## config.mk

```make
export PLATFORM = sky130hd
export DESIGN_NAME = cook_timer_ctrl_flat
export DESIGN_NICKNAME = d
export VERILOG_FILES = /design/src/rtl/cook_timer_pkg.sv /design/src/rtl/cook_timer_if.sv /design/src/rtl/keypad_entry.sv /design/src/rtl/cook_timer_ctrl.sv /design/src/flat_wrapper.sv
export SDC_FILE = /design/constraint.sdc
export NUM_CORES = 1
export LEC_CHECK = 0
export ABC_AREA = 0
export BUFFER_PORTS_ARGS = -buffer_cell sky130_fd_sc_hd__buf_2
export CORE_MARGIN = 3
export CORE_UTILIZATION = 42
export CTS_BUF_LIST = sky130_fd_sc_hd__clkbuf_16
export CTS_CLUSTER_DIAMETER = 150
export DETAILED_ROUTE_END_ITERATION = 12
export GPL_ROUTABILITY_DRIVEN = 1
export PLACE_DENSITY = 0.66
export SLEW_MARGIN = 0
export SYNTH_ARGS = -nofsm -noshare
export SYNTH_HDL_FRONTEND = slang
export SYNTH_SLANG_ARGS = --single-unit
```

## constraint.sdc

```tcl
create_clock -name clock -period 2.25 [get_ports clock]
set_input_delay 0.3375 -clock clock [delete_from_list [all_inputs] [get_ports clock]]
set_output_delay 0.3375 -clock clock [all_outputs]
set_load 0.005 [all_outputs]
```

## src/rtl/cook_timer_pkg.sv

```systemverilog
// Shared types and constants for the microwave cook timer controller.
// Entry layout is {min_tens, min_ones, sec_tens, sec_ones}, one BCD digit each.
package cook_timer_pkg;

    typedef enum logic [2:0] {
        S_IDLE  = 3'd0,
        S_SET   = 3'd1,
        S_LOAD  = 3'd2,
        S_COOK  = 3'd3,
        S_PAUSE = 3'd4,
        S_CLEAR = 3'd5,
        S_DONE  = 3'd6
    } state_t;

    localparam logic [3:0] BCD_MAX      = 4'd9;
    localparam logic [3:0] SEC_TENS_MAX = 4'd5;

    localparam int unsigned DIGIT_W      = 4;
    localparam int unsigned SEC_ONES_LSB = 0;
    localparam int unsigned SEC_TENS_LSB = 4;
    localparam int unsigned MIN_ONES_LSB = 8;
    localparam int unsigned MIN_TENS_LSB = 12;

endpackage

```

## src/rtl/cook_timer_if.sv

```systemverilog
// Bus between the controller and the cascaded BCD countdown chain.
// The controller is the master; the counter chain answers with all_zero.
interface cook_timer_if;

    logic        chain_loadn;
    logic        chain_enable;
    logic [15:0] chain_data;
    logic        all_zero;

    modport master (
        output chain_loadn,
        output chain_enable,
        output chain_data,
        input  all_zero
    );

    modport slave (
        input  chain_loadn,
        input  chain_enable,
        input  chain_data,
        output all_zero
    );

endinterface

```

## src/rtl/keypad_entry.sv

```systemverilog
// Four-digit MM:SS keypad shift register with digit and time validation.
// Clear wins over shift; a fifth digit pushes the oldest one out.
module keypad_entry
    import cook_timer_pkg::*;
(
    input  logic        clock,
    input  logic        clrn,
    input  logic        shift_en,
    input  logic        clr,
    input  logic [3:0]  digit,
    output logic        digit_ok,
    output logic [15:0] entry,
    output logic        entry_valid
);

    logic [15:0] entry_q;
    logic [15:0] entry_d;
    logic [3:0]  sec_tens;

    assign digit_ok = (digit <= BCD_MAX);
    assign sec_tens = entry_q[SEC_TENS_LSB +: DIGIT_W];

    always_comb begin
        entry_d = entry_q;
        if (clr) begin
            entry_d = '0;
        end else if (shift_en && digit_ok) begin
            entry_d = {entry_q[11:0], digit};
        end
    end

    always_ff @(posedge clock or negedge clrn) begin
        if (!clrn) begin
            entry_q <= '0;
        end else begin
            entry_q <= entry_d;
        end
    end

    assign entry       = entry_q;
    assign entry_valid = (entry_q != 16'h0000) && (sec_tens <= SEC_TENS_MAX);

endmodule

```

## src/rtl/cook_timer_ctrl.sv

```systemverilog
// Cook timer sequencer: keypad entry, chain load, tick-gated countdown,
// magnetron drive, door/stop/start handling and the end-of-cycle beep.
module cook_timer_ctrl
    import cook_timer_pkg::*;
#(
    parameter int BEEP_TICKS = 3
) (
    input  logic        clock,
    input  logic        clrn,
    input  logic        tick,
    input  logic        key_valid,
    input  logic [3:0]  key_digit,
    input  logic        start_n,
    input  logic        stop_n,
    input  logic        door_closed,
    cook_timer_if.master chain,
    output logic        mag_on,
    output logic        beep,
    output logic        entry_err,
    output logic [2:0]  state
);

    localparam logic [3:0] BEEP_LAST = 4'(BEEP_TICKS - 1);

    state_t      state_q, state_d;
    logic [3:0]  cnt_q, cnt_d;
    logic        err_q, err_d;
    logic        shift_en;
    logic        entry_clr;
    logic        digit_ok;
    logic        entry_valid;
    logic [15:0] entry;

    keypad_entry u_entry (
        .clock       (clock),
        .clrn        (clrn),
        .shift_en    (shift_en),
        .clr         (entry_clr),
        .digit       (key_digit),
        .digit_ok    (digit_ok),
        .entry       (entry),
        .entry_valid (entry_valid)
    );

    always_comb begin
        state_d   = state_q;
        cnt_d     = '0;
        err_d     = 1'b0;
        shift_en  = 1'b0;
        entry_clr = 1'b0;
        unique case (state_q)
            S_IDLE, S_SET: begin
                if (!stop_n) begin
                    state_d   = S_IDLE;
                    entry_clr = 1'b1;
                end else if (!start_n) begin
                    if (state_q == S_SET) begin
                        if (door_closed && entry_valid) begin
                            state_d = S_LOAD;
                        end else begin
                            err_d = 1'b1;
                        end
                    end
                end else if (key_valid && digit_ok) begin
                    shift_en = 1'b1;
                    state_d  = S_SET;
                end
            end
            S_LOAD: begin
                state_d = S_COOK;
            end
            S_COOK: begin
                if (!door_closed || !stop_n) begin
                    state_d = S_PAUSE;
                end else if (chain.all_zero) begin
                    state_d = S_DONE;
                end
            end
            S_PAUSE: begin
                if (!stop_n) begin
                    state_d = S_CLEAR;
                end else if (!start_n && door_closed) begin
                    state_d = S_COOK;
                end
            end
            S_CLEAR: begin
                state_d   = S_IDLE;
                entry_clr = 1'b1;
            end
            S_DONE: begin
                cnt_d = cnt_q;
                // Any user action silences the beep; the key itself is dropped.
                if (key_valid || !start_n || !stop_n) begin
                    state_d   = S_IDLE;
                    entry_clr = 1'b1;
                end else if (tick) begin
                    if (cnt_q == BEEP_LAST) begin
                        state_d   = S_IDLE;
                        entry_clr = 1'b1;
                    end else begin
                        cnt_d = cnt_q + 4'd1;
                    end
                end
            end
            default: begin
                state_d   = S_IDLE;
                entry_clr = 1'b1;
            end
        endcase
    end

    always_ff @(posedge clock or negedge clrn) begin
        if (!clrn) begin
            state_q <= S_IDLE;
            cnt_q   <= '0;
            err_q   <= 1'b0;
        end else begin
            state_q <= state_d;
            cnt_q   <= cnt_d;
            err_q   <= err_d;
        end
    end

    assign chain.chain_loadn  = !(state_q == S_LOAD || state_q == S_CLEAR);
    assign chain.chain_data   = (state_q == S_CLEAR) ? 16'h0000 : entry;
    assign chain.chain_enable = (state_q == S_COOK) && tick
                              && door_closed && !chain.all_zero;

    assign mag_on    = (state_q == S_COOK);
    assign beep      = (state_q == S_DONE);
    assign entry_err = err_q;
    assign state     = state_q;

endmodule

```

## src/flat_wrapper.sv

```systemverilog
// flat-port wrapper written by rule: the top's interface ports become plain ports
module cook_timer_ctrl_flat import cook_timer_pkg::*;
#(
    parameter int BEEP_TICKS = 3
)
  (clock, clrn, tick, key_valid, key_digit, start_n, stop_n, door_closed, mag_on, beep, entry_err, state, chain_chain_loadn, chain_chain_enable, chain_chain_data, chain_all_zero);
  cook_timer_if chain_i ();
  input  logic clock;
  input  logic clrn;
  input  logic tick;
  input  logic key_valid;
  input  logic [3:0] key_digit;
  input  logic start_n;
  input  logic stop_n;
  input  logic door_closed;
  output logic mag_on;
  output logic beep;
  output logic entry_err;
  output logic [2:0] state;
  output wire logic [$bits(chain_i.chain_loadn)-1:0] chain_chain_loadn;
  output wire logic [$bits(chain_i.chain_enable)-1:0] chain_chain_enable;
  output wire logic [$bits(chain_i.chain_data)-1:0] chain_chain_data;
  input wire logic [$bits(chain_i.all_zero)-1:0] chain_all_zero;
  assign chain_chain_loadn = chain_i.chain_loadn;
  assign chain_chain_enable = chain_i.chain_enable;
  assign chain_chain_data = chain_i.chain_data;
  assign chain_i.all_zero = chain_all_zero;
  cook_timer_ctrl #(.BEEP_TICKS(BEEP_TICKS)) u_core (.clock(clock), .clrn(clrn), .tick(tick), .key_valid(key_valid), .key_digit(key_digit), .start_n(start_n), .stop_n(stop_n), .door_closed(door_closed), .chain(chain_i), .mag_on(mag_on), .beep(beep), .entry_err(entry_err), .state(state));
endmodule
```

Yosys cells after proc, flatten, opt, wreduce, memory -nomap -nowiden
Cells that the tools add are included.
{ "totals": {"regBits": 24, "inputBits": 12, "out_inout_bits": 24, "wordCells": 82} }
{ "op_classes": {"n_addsub": 1, "magnitude_cmp": 2, "eq_ne": 17, "mux": 34, "reduce_logical": 24} }
{ "ops": {"columns": ["operator", "n"], "rows": [
  ["$mux W16", 3],
  ["$mux W3", 12],
  ["$mux W4", 4],
  ["$reduce_bool A16 Y1", 1],
  ["$pmux W3 S5", 1],
  ["$mux W1", 13],
  ["$ne A4 B3 Y1 const B", 3],
  ["$eq A3 B3 Y1 const B", 3],
  ["$logic_and A1 B1 Y1", 8],
  ["$reduce_and A7 Y1", 1],
  ["$eq A3 B2 Y1 const B", 2],
  ["$ne A2 B2 Y1 const B", 3],
  ["$ne A3 B1 Y1 const B", 2],
  ["$ne A3 B2 Y1 const B", 2],
  ["$logic_not A1 Y1", 5],
  ["$add A4 B1 Y4 const B", 1],
  ["$eq A4 B2 Y1 const B", 1],
  ["$le A4 B3 Y1 const B", 1],
  ["$le A4 B4 Y1 const B", 1],
  ["$logic_or A1 B1 Y1", 4],
  ["$eq A3 B1 Y1 const B", 1],
  ["$logic_not A3 Y1", 1],
  ["$pmux W1 S3", 1],
  ["$reduce_and A3 Y1", 1],
  ["3 further kinds", 3]
]} }

Depth between registers and ports, before layout
{ "depth": {"ltp_word": 9, "depth_mapped": 8} }

Cells and area by module
Synthesis repeated with hierarchy kept, for this count alone.
{ "unflattened": {"hier_cells": 140, "hier_area_um2": 1436.4} }
{ "by_module_without_submodules": {"columns": ["module", "instances", "cells_per_inst", "area_each_um2", "seq_area_each_um2"], "rows": [
  ["cook_timer_ctrl", 1, 93, 754.5, 200.2],
  ["keypad_entry", 1, 47, 681.9, 400.4]
]} }

Least setup slack after synthesis
OpenSTA, ideal clock, no wires.
{ "synth_path": {"path_type": "register to register", "startpoint": "register u_core.cnt_q[0]", "endpoint": "register u_core.u_entry.entry_q[0], in the netlist u_core.u_entry.entry[0]", "arrival_time_ps": 1649, "t_required_ps": 2118, "path_slack_ps": 470, "path_stages_with_launch": 9, "path_buffers": 1, "period_less_slack_ps": 1780, "path_cell_list": "dfrtp_1 -> inv_1 -> ha_1 -> nand2_1 -> o31ai_2 -> a21oi_1 -> o22ai_1 -> clkbuf_1 -> nor2_1"} }
{ "synth_between": {"elab_chain_cells": 6, "elab_cells_between_ends": 7, "classes_between": "eq/ne: 1; mux: 5; reduce/logical: 1"} }
{ "synth_rtl": {"columns": ["element", "line_no", "text"], "rows": [
  ["from (decl)", "cook_timer_ctrl.sv:26", "logic [3:0] cnt_q, cnt_d;"],
  ["from (signal assigned)", "cook_timer_ctrl.sv:119", "cnt_q <= cnt_d;"],
  ["$eq A4 B2 Y1 (*)", "cook_timer_ctrl.sv:97", "if (cnt_q == BEEP_LAST) begin"],
  ["$mux W1 (*)", "cook_timer_ctrl.sv:97", null],
  ["$mux W1 (*)", "cook_timer_ctrl.sv:96", "end else if (tick) begin"],
  ["$mux W1 (*)", "cook_timer_ctrl.sv:93", "if (key_valid || !start_n || !stop_n) begin"],
  ["$pmux W1 S3 (*)", "cook_timer_ctrl.sv:51", "unique case (state_q)"],
  ["$mux W16 or $reduce_bool A2 Y1 (tied branches)", null, null],
  ["to (signal assigned)", "keypad_entry.sv:36", "entry_q <= entry_d;"],
  ["to (decl)", "keypad_entry.sv:16", "logic [15:0] entry_q;"]
]} }
Every way passes the cells marked *; elsewhere a longest branch is shown, timed or not.
A chain may end at the register's enable or synchronous reset.

Final worst setup path
{ "layout_path": {"startpoint": "register u_core.state_q[2], in the netlist u_core.state[2]", "endpoint": "output port chain_chain_data[5]"} }
{ "layout_between": {"elab_chain_cells": 2} }
{ "layout_rtl": {"columns": ["element", "line_no", "text"], "rows": [
  ["from (decl)", "cook_timer_ctrl.sv:25", "state_t state_q, state_d;"],
  ["from (signal assigned)", "cook_timer_ctrl.sv:118", "state_q <= state_d;"],
  ["$eq A3 B3 Y1", "cook_timer_ctrl.sv:125", "assign chain.chain_data = (state_q == S_CLEAR) ? 16'h0000 : entry;"],
  ["$mux W16", "cook_timer_ctrl.sv:125", null],
  ["to (decl)", "flat_wrapper.sv:22", "output wire logic [$bits(chain_i.chain_data)-1:0] chain_chain_data;"]
]} }
No other way between the ends.

==> results.yml <==
routing:
  routed_wl_um: 3080
  avgRoutedWirePerCell_um: 13.8
  avgViaCountPerCell: 5.15
  drc_errors: 0
  route.antenna.remaining_nets: 0
  routed-via-count: 1148
  initial_detailed_routing_violation_count: 30
  dr.pass1.iters: 4
floorplan:
  design.die.area_um2: 4050
  design.core.area_um2: 3100
  floorplan.rows: 20
  boundaryPins: 36
  floorplan.initialDensity: 0.449
  chip_height_um: 63.6
  fp.dieW_um: 63.6
synth:
  synth_area_um2: 1390
  synthesis.area_per_instance_um2: 9.75
  post_synth_inst_count: 143
  synth-seq-area-share: 0.431
  yosysWarningCount: 0
  netlist-cell-type-count: 35
  synth.net_count: 157
  ys_seq_elements: 24
run_status:
  status: "finished, final reports clean"
setup_path:
  critical_path.endpoint_type: "output pin"
  path_class: "reg -> out"
  critPathArrivalTime_ns: 1.69
  rr_worst_depth: 5
  cp-start-kind: "flop"
  required_ns: 1.91
  worstPathMaxFanout: 16
placed_design:
  pre_cts_ws_ns: 0.240
  dp_hpwl_um: 2330
  dpl.cell_count: 219
  detailed_place.area_um2: 1610
  placement.io_buffers: 35
  gp_congestion: 0.751
clocking:
  ctsHtreeMaxLevel: 1
  clock_tree.buffer_depth: 2
  clkTransAtPathRegs_ns: 0.06
  clock_tree.root_cell: "clkbuf_16"
  numCtsBuffers: 3
  clock_sink_count: 24
  clock_latency_ns: 0.25
  tritoncts: "yes"
cells_and_area:
  fillerInstances: 306
  syn_to_final_growth_pct: 21.6
  drive_above_1_share: 0.285
  nets: 194
  antenna-diode-count: 0
  stdcell_count: 223
  stdcell_area_um2: 1700
  postLayoutCoreUtil: 0.546
timing:
  max_slew.worst_pin.slew_ns: 0.539
  grt_setup_unrepaired: "false"
  max_freq_ghz: 0.492
  setup_viol_count_final: 0
  setup_ws_ns: 0.218
  slew_violations: 0
  report.final.hold_viol_count: 0
  relSlewSlack: 0.641
  whs_ns: 0.0610
  min_period_over_period: 0.903
  timing.clock.skew_ns: 0.00168
  total_neg_setup_slack_ns: 0
  period_needed_ns: 2.03
pwr:
  power_mw: 1.36
  power.static_leakage_nw: 0.972
  vdd_ir_drop_max_uv: 562
  power_per_standard_cell_area_nw_per_um2: 801
worst_hold_path:
  min-delay-path-class: "in -> async"
global_routing:
  grt_antenna_before_repair: 0
  grt.overflow.total: 0
  track_usage: 0.164
  wire_length_of_the_first_global_routing_pass_um: 5380
  maximum_number_of_pins_on_one_net_before_global_route_repair: 25
  grt_pass1_vias: 1166
job:
  drv.max_cap_violation_count: 0
-- area by class of cell --
class                   count  area (µm²)  share of cell area
clock buffers               3        75.1              0.0443
flip-flops and latches     24         601               0.354
multi-input cells         105         737               0.435
clock inverters             1        3.75             0.00221
repair buffers             37         190               0.112
inverters                   9        33.8              0.0199
well taps                  44        55.1              0.0325
-- repair_timing --
item | CTS | global route
setup buffers | 0 | 0
hold buffers | 0 | 0
gates resized for setup | 0 | 1
endpoints found under the setup margin | 0 | 16
-- registers in the layout, indices dropped and copies added (netlist names) --
name,count
u_core.entry_err,1
u_core.cnt_q,4
u_core.u_entry.entry,16
u_core.state,3
-- metal layers --
layer,vias up,share of wire,GRT usage
met4,0,0.0065,0.0243
met2,19,0.50,0.293
li1,564,-,-
met5,-,0,0
met1,563,0.45,0.203
met3,2,0.045,0.0410
-- cell usage in the layout (no fill, tap or decap), types with 9 or more instances in the layout --
cell	count
mux2i_1	18
buf_2	35
inv_1	9
nor2_1	26
dfrtp_1	24
and2_1	16
-- where the power goes --
group / leakage, nW / internal (mW) / switching (mW) / total [mW]
combinational: 0.603 / 0.201 / 0.218 / 0.419
sequential: 0.331 / 0.470 / 0.0861 / 0.556
clock: 0.0385 / 0.237 / 0.146 / 0.383
total: 0.972 / 0.908 / 0.450 / 1.36
-- logic make-up after synthesis --
family	synth area share
XOR/XNOR	0.0189
AND/OR/NAND/NOR	0.263
buffers and inverters	0.0422
adder cells (fa/ha/maj)	0.0180
flip-flops	0.431
multiplexers	0.145
AO/OA/AOI/OAI	0.0817
-- cells in the mapped netlist (all sizes together) --
master,n,area share
nor4,4,0.031
dfrtp,24,0.43
a21oi,3,0.011
nand3b,2,0.011
nand4,2,0.0090
and2,17,0.077
nor3,4,0.018
and3b,2,0.013
a2111oi,2,0.013
ha,2,0.018
nor2,26,0.070
o311a,1,0.0072
inv,9,0.024
mux2i,18,0.13
clkbuf,2,0.0054
o31ai,1,0.0090
a211oi,2,0.011
nand2,4,0.011
o22ai,3,0.013
xor2,2,0.013
or2,1,0.0063
buf,3,0.013
nor2b,1,0.0045
xnor2,1,0.0063
o32ai,1,0.0063
o21ai,1,0.0036
and3,1,0.0054
o31a,1,0.0072
nand3,1,0.0072
mux2,2,0.016
-- final timing paths --
check                                                     start                                    to  slack [ns]
setup / recovery                    u_core.state[2]$_DFFE_PN0P_                   chain_chain_data[5]        0.22
hold / removal                                             clrn           u_core.state[2]$_DFFE_PN0P_        0.06
setup reg to reg            u_core.u_entry.entry[2]$_DFFE_PN0P_           u_core.state[1]$_DFFE_PN0P_        0.24
hold reg to reg            u_core.u_entry.entry[14]$_DFFE_PN0P_  u_core.u_entry.entry[14]$_DFFE_PN0P_        0.57
max in group asynchronous                                  clrn   u_core.u_entry.entry[3]$_DFFE_PN0P_        1.83
min in group clock                                 key_digit[0]   u_core.u_entry.entry[0]$_DFFE_PN0P_        0.33
-- worst max-delay path, cell delays in order (launching register included) --
cell and delay [ns]:
dfrtp_1 0.48, inv_1 0.14, nor2_1 0.24, nand2_2 0.21
and2_2 0.25, buf_2 0.12
(Power assumes the default switching activity.)
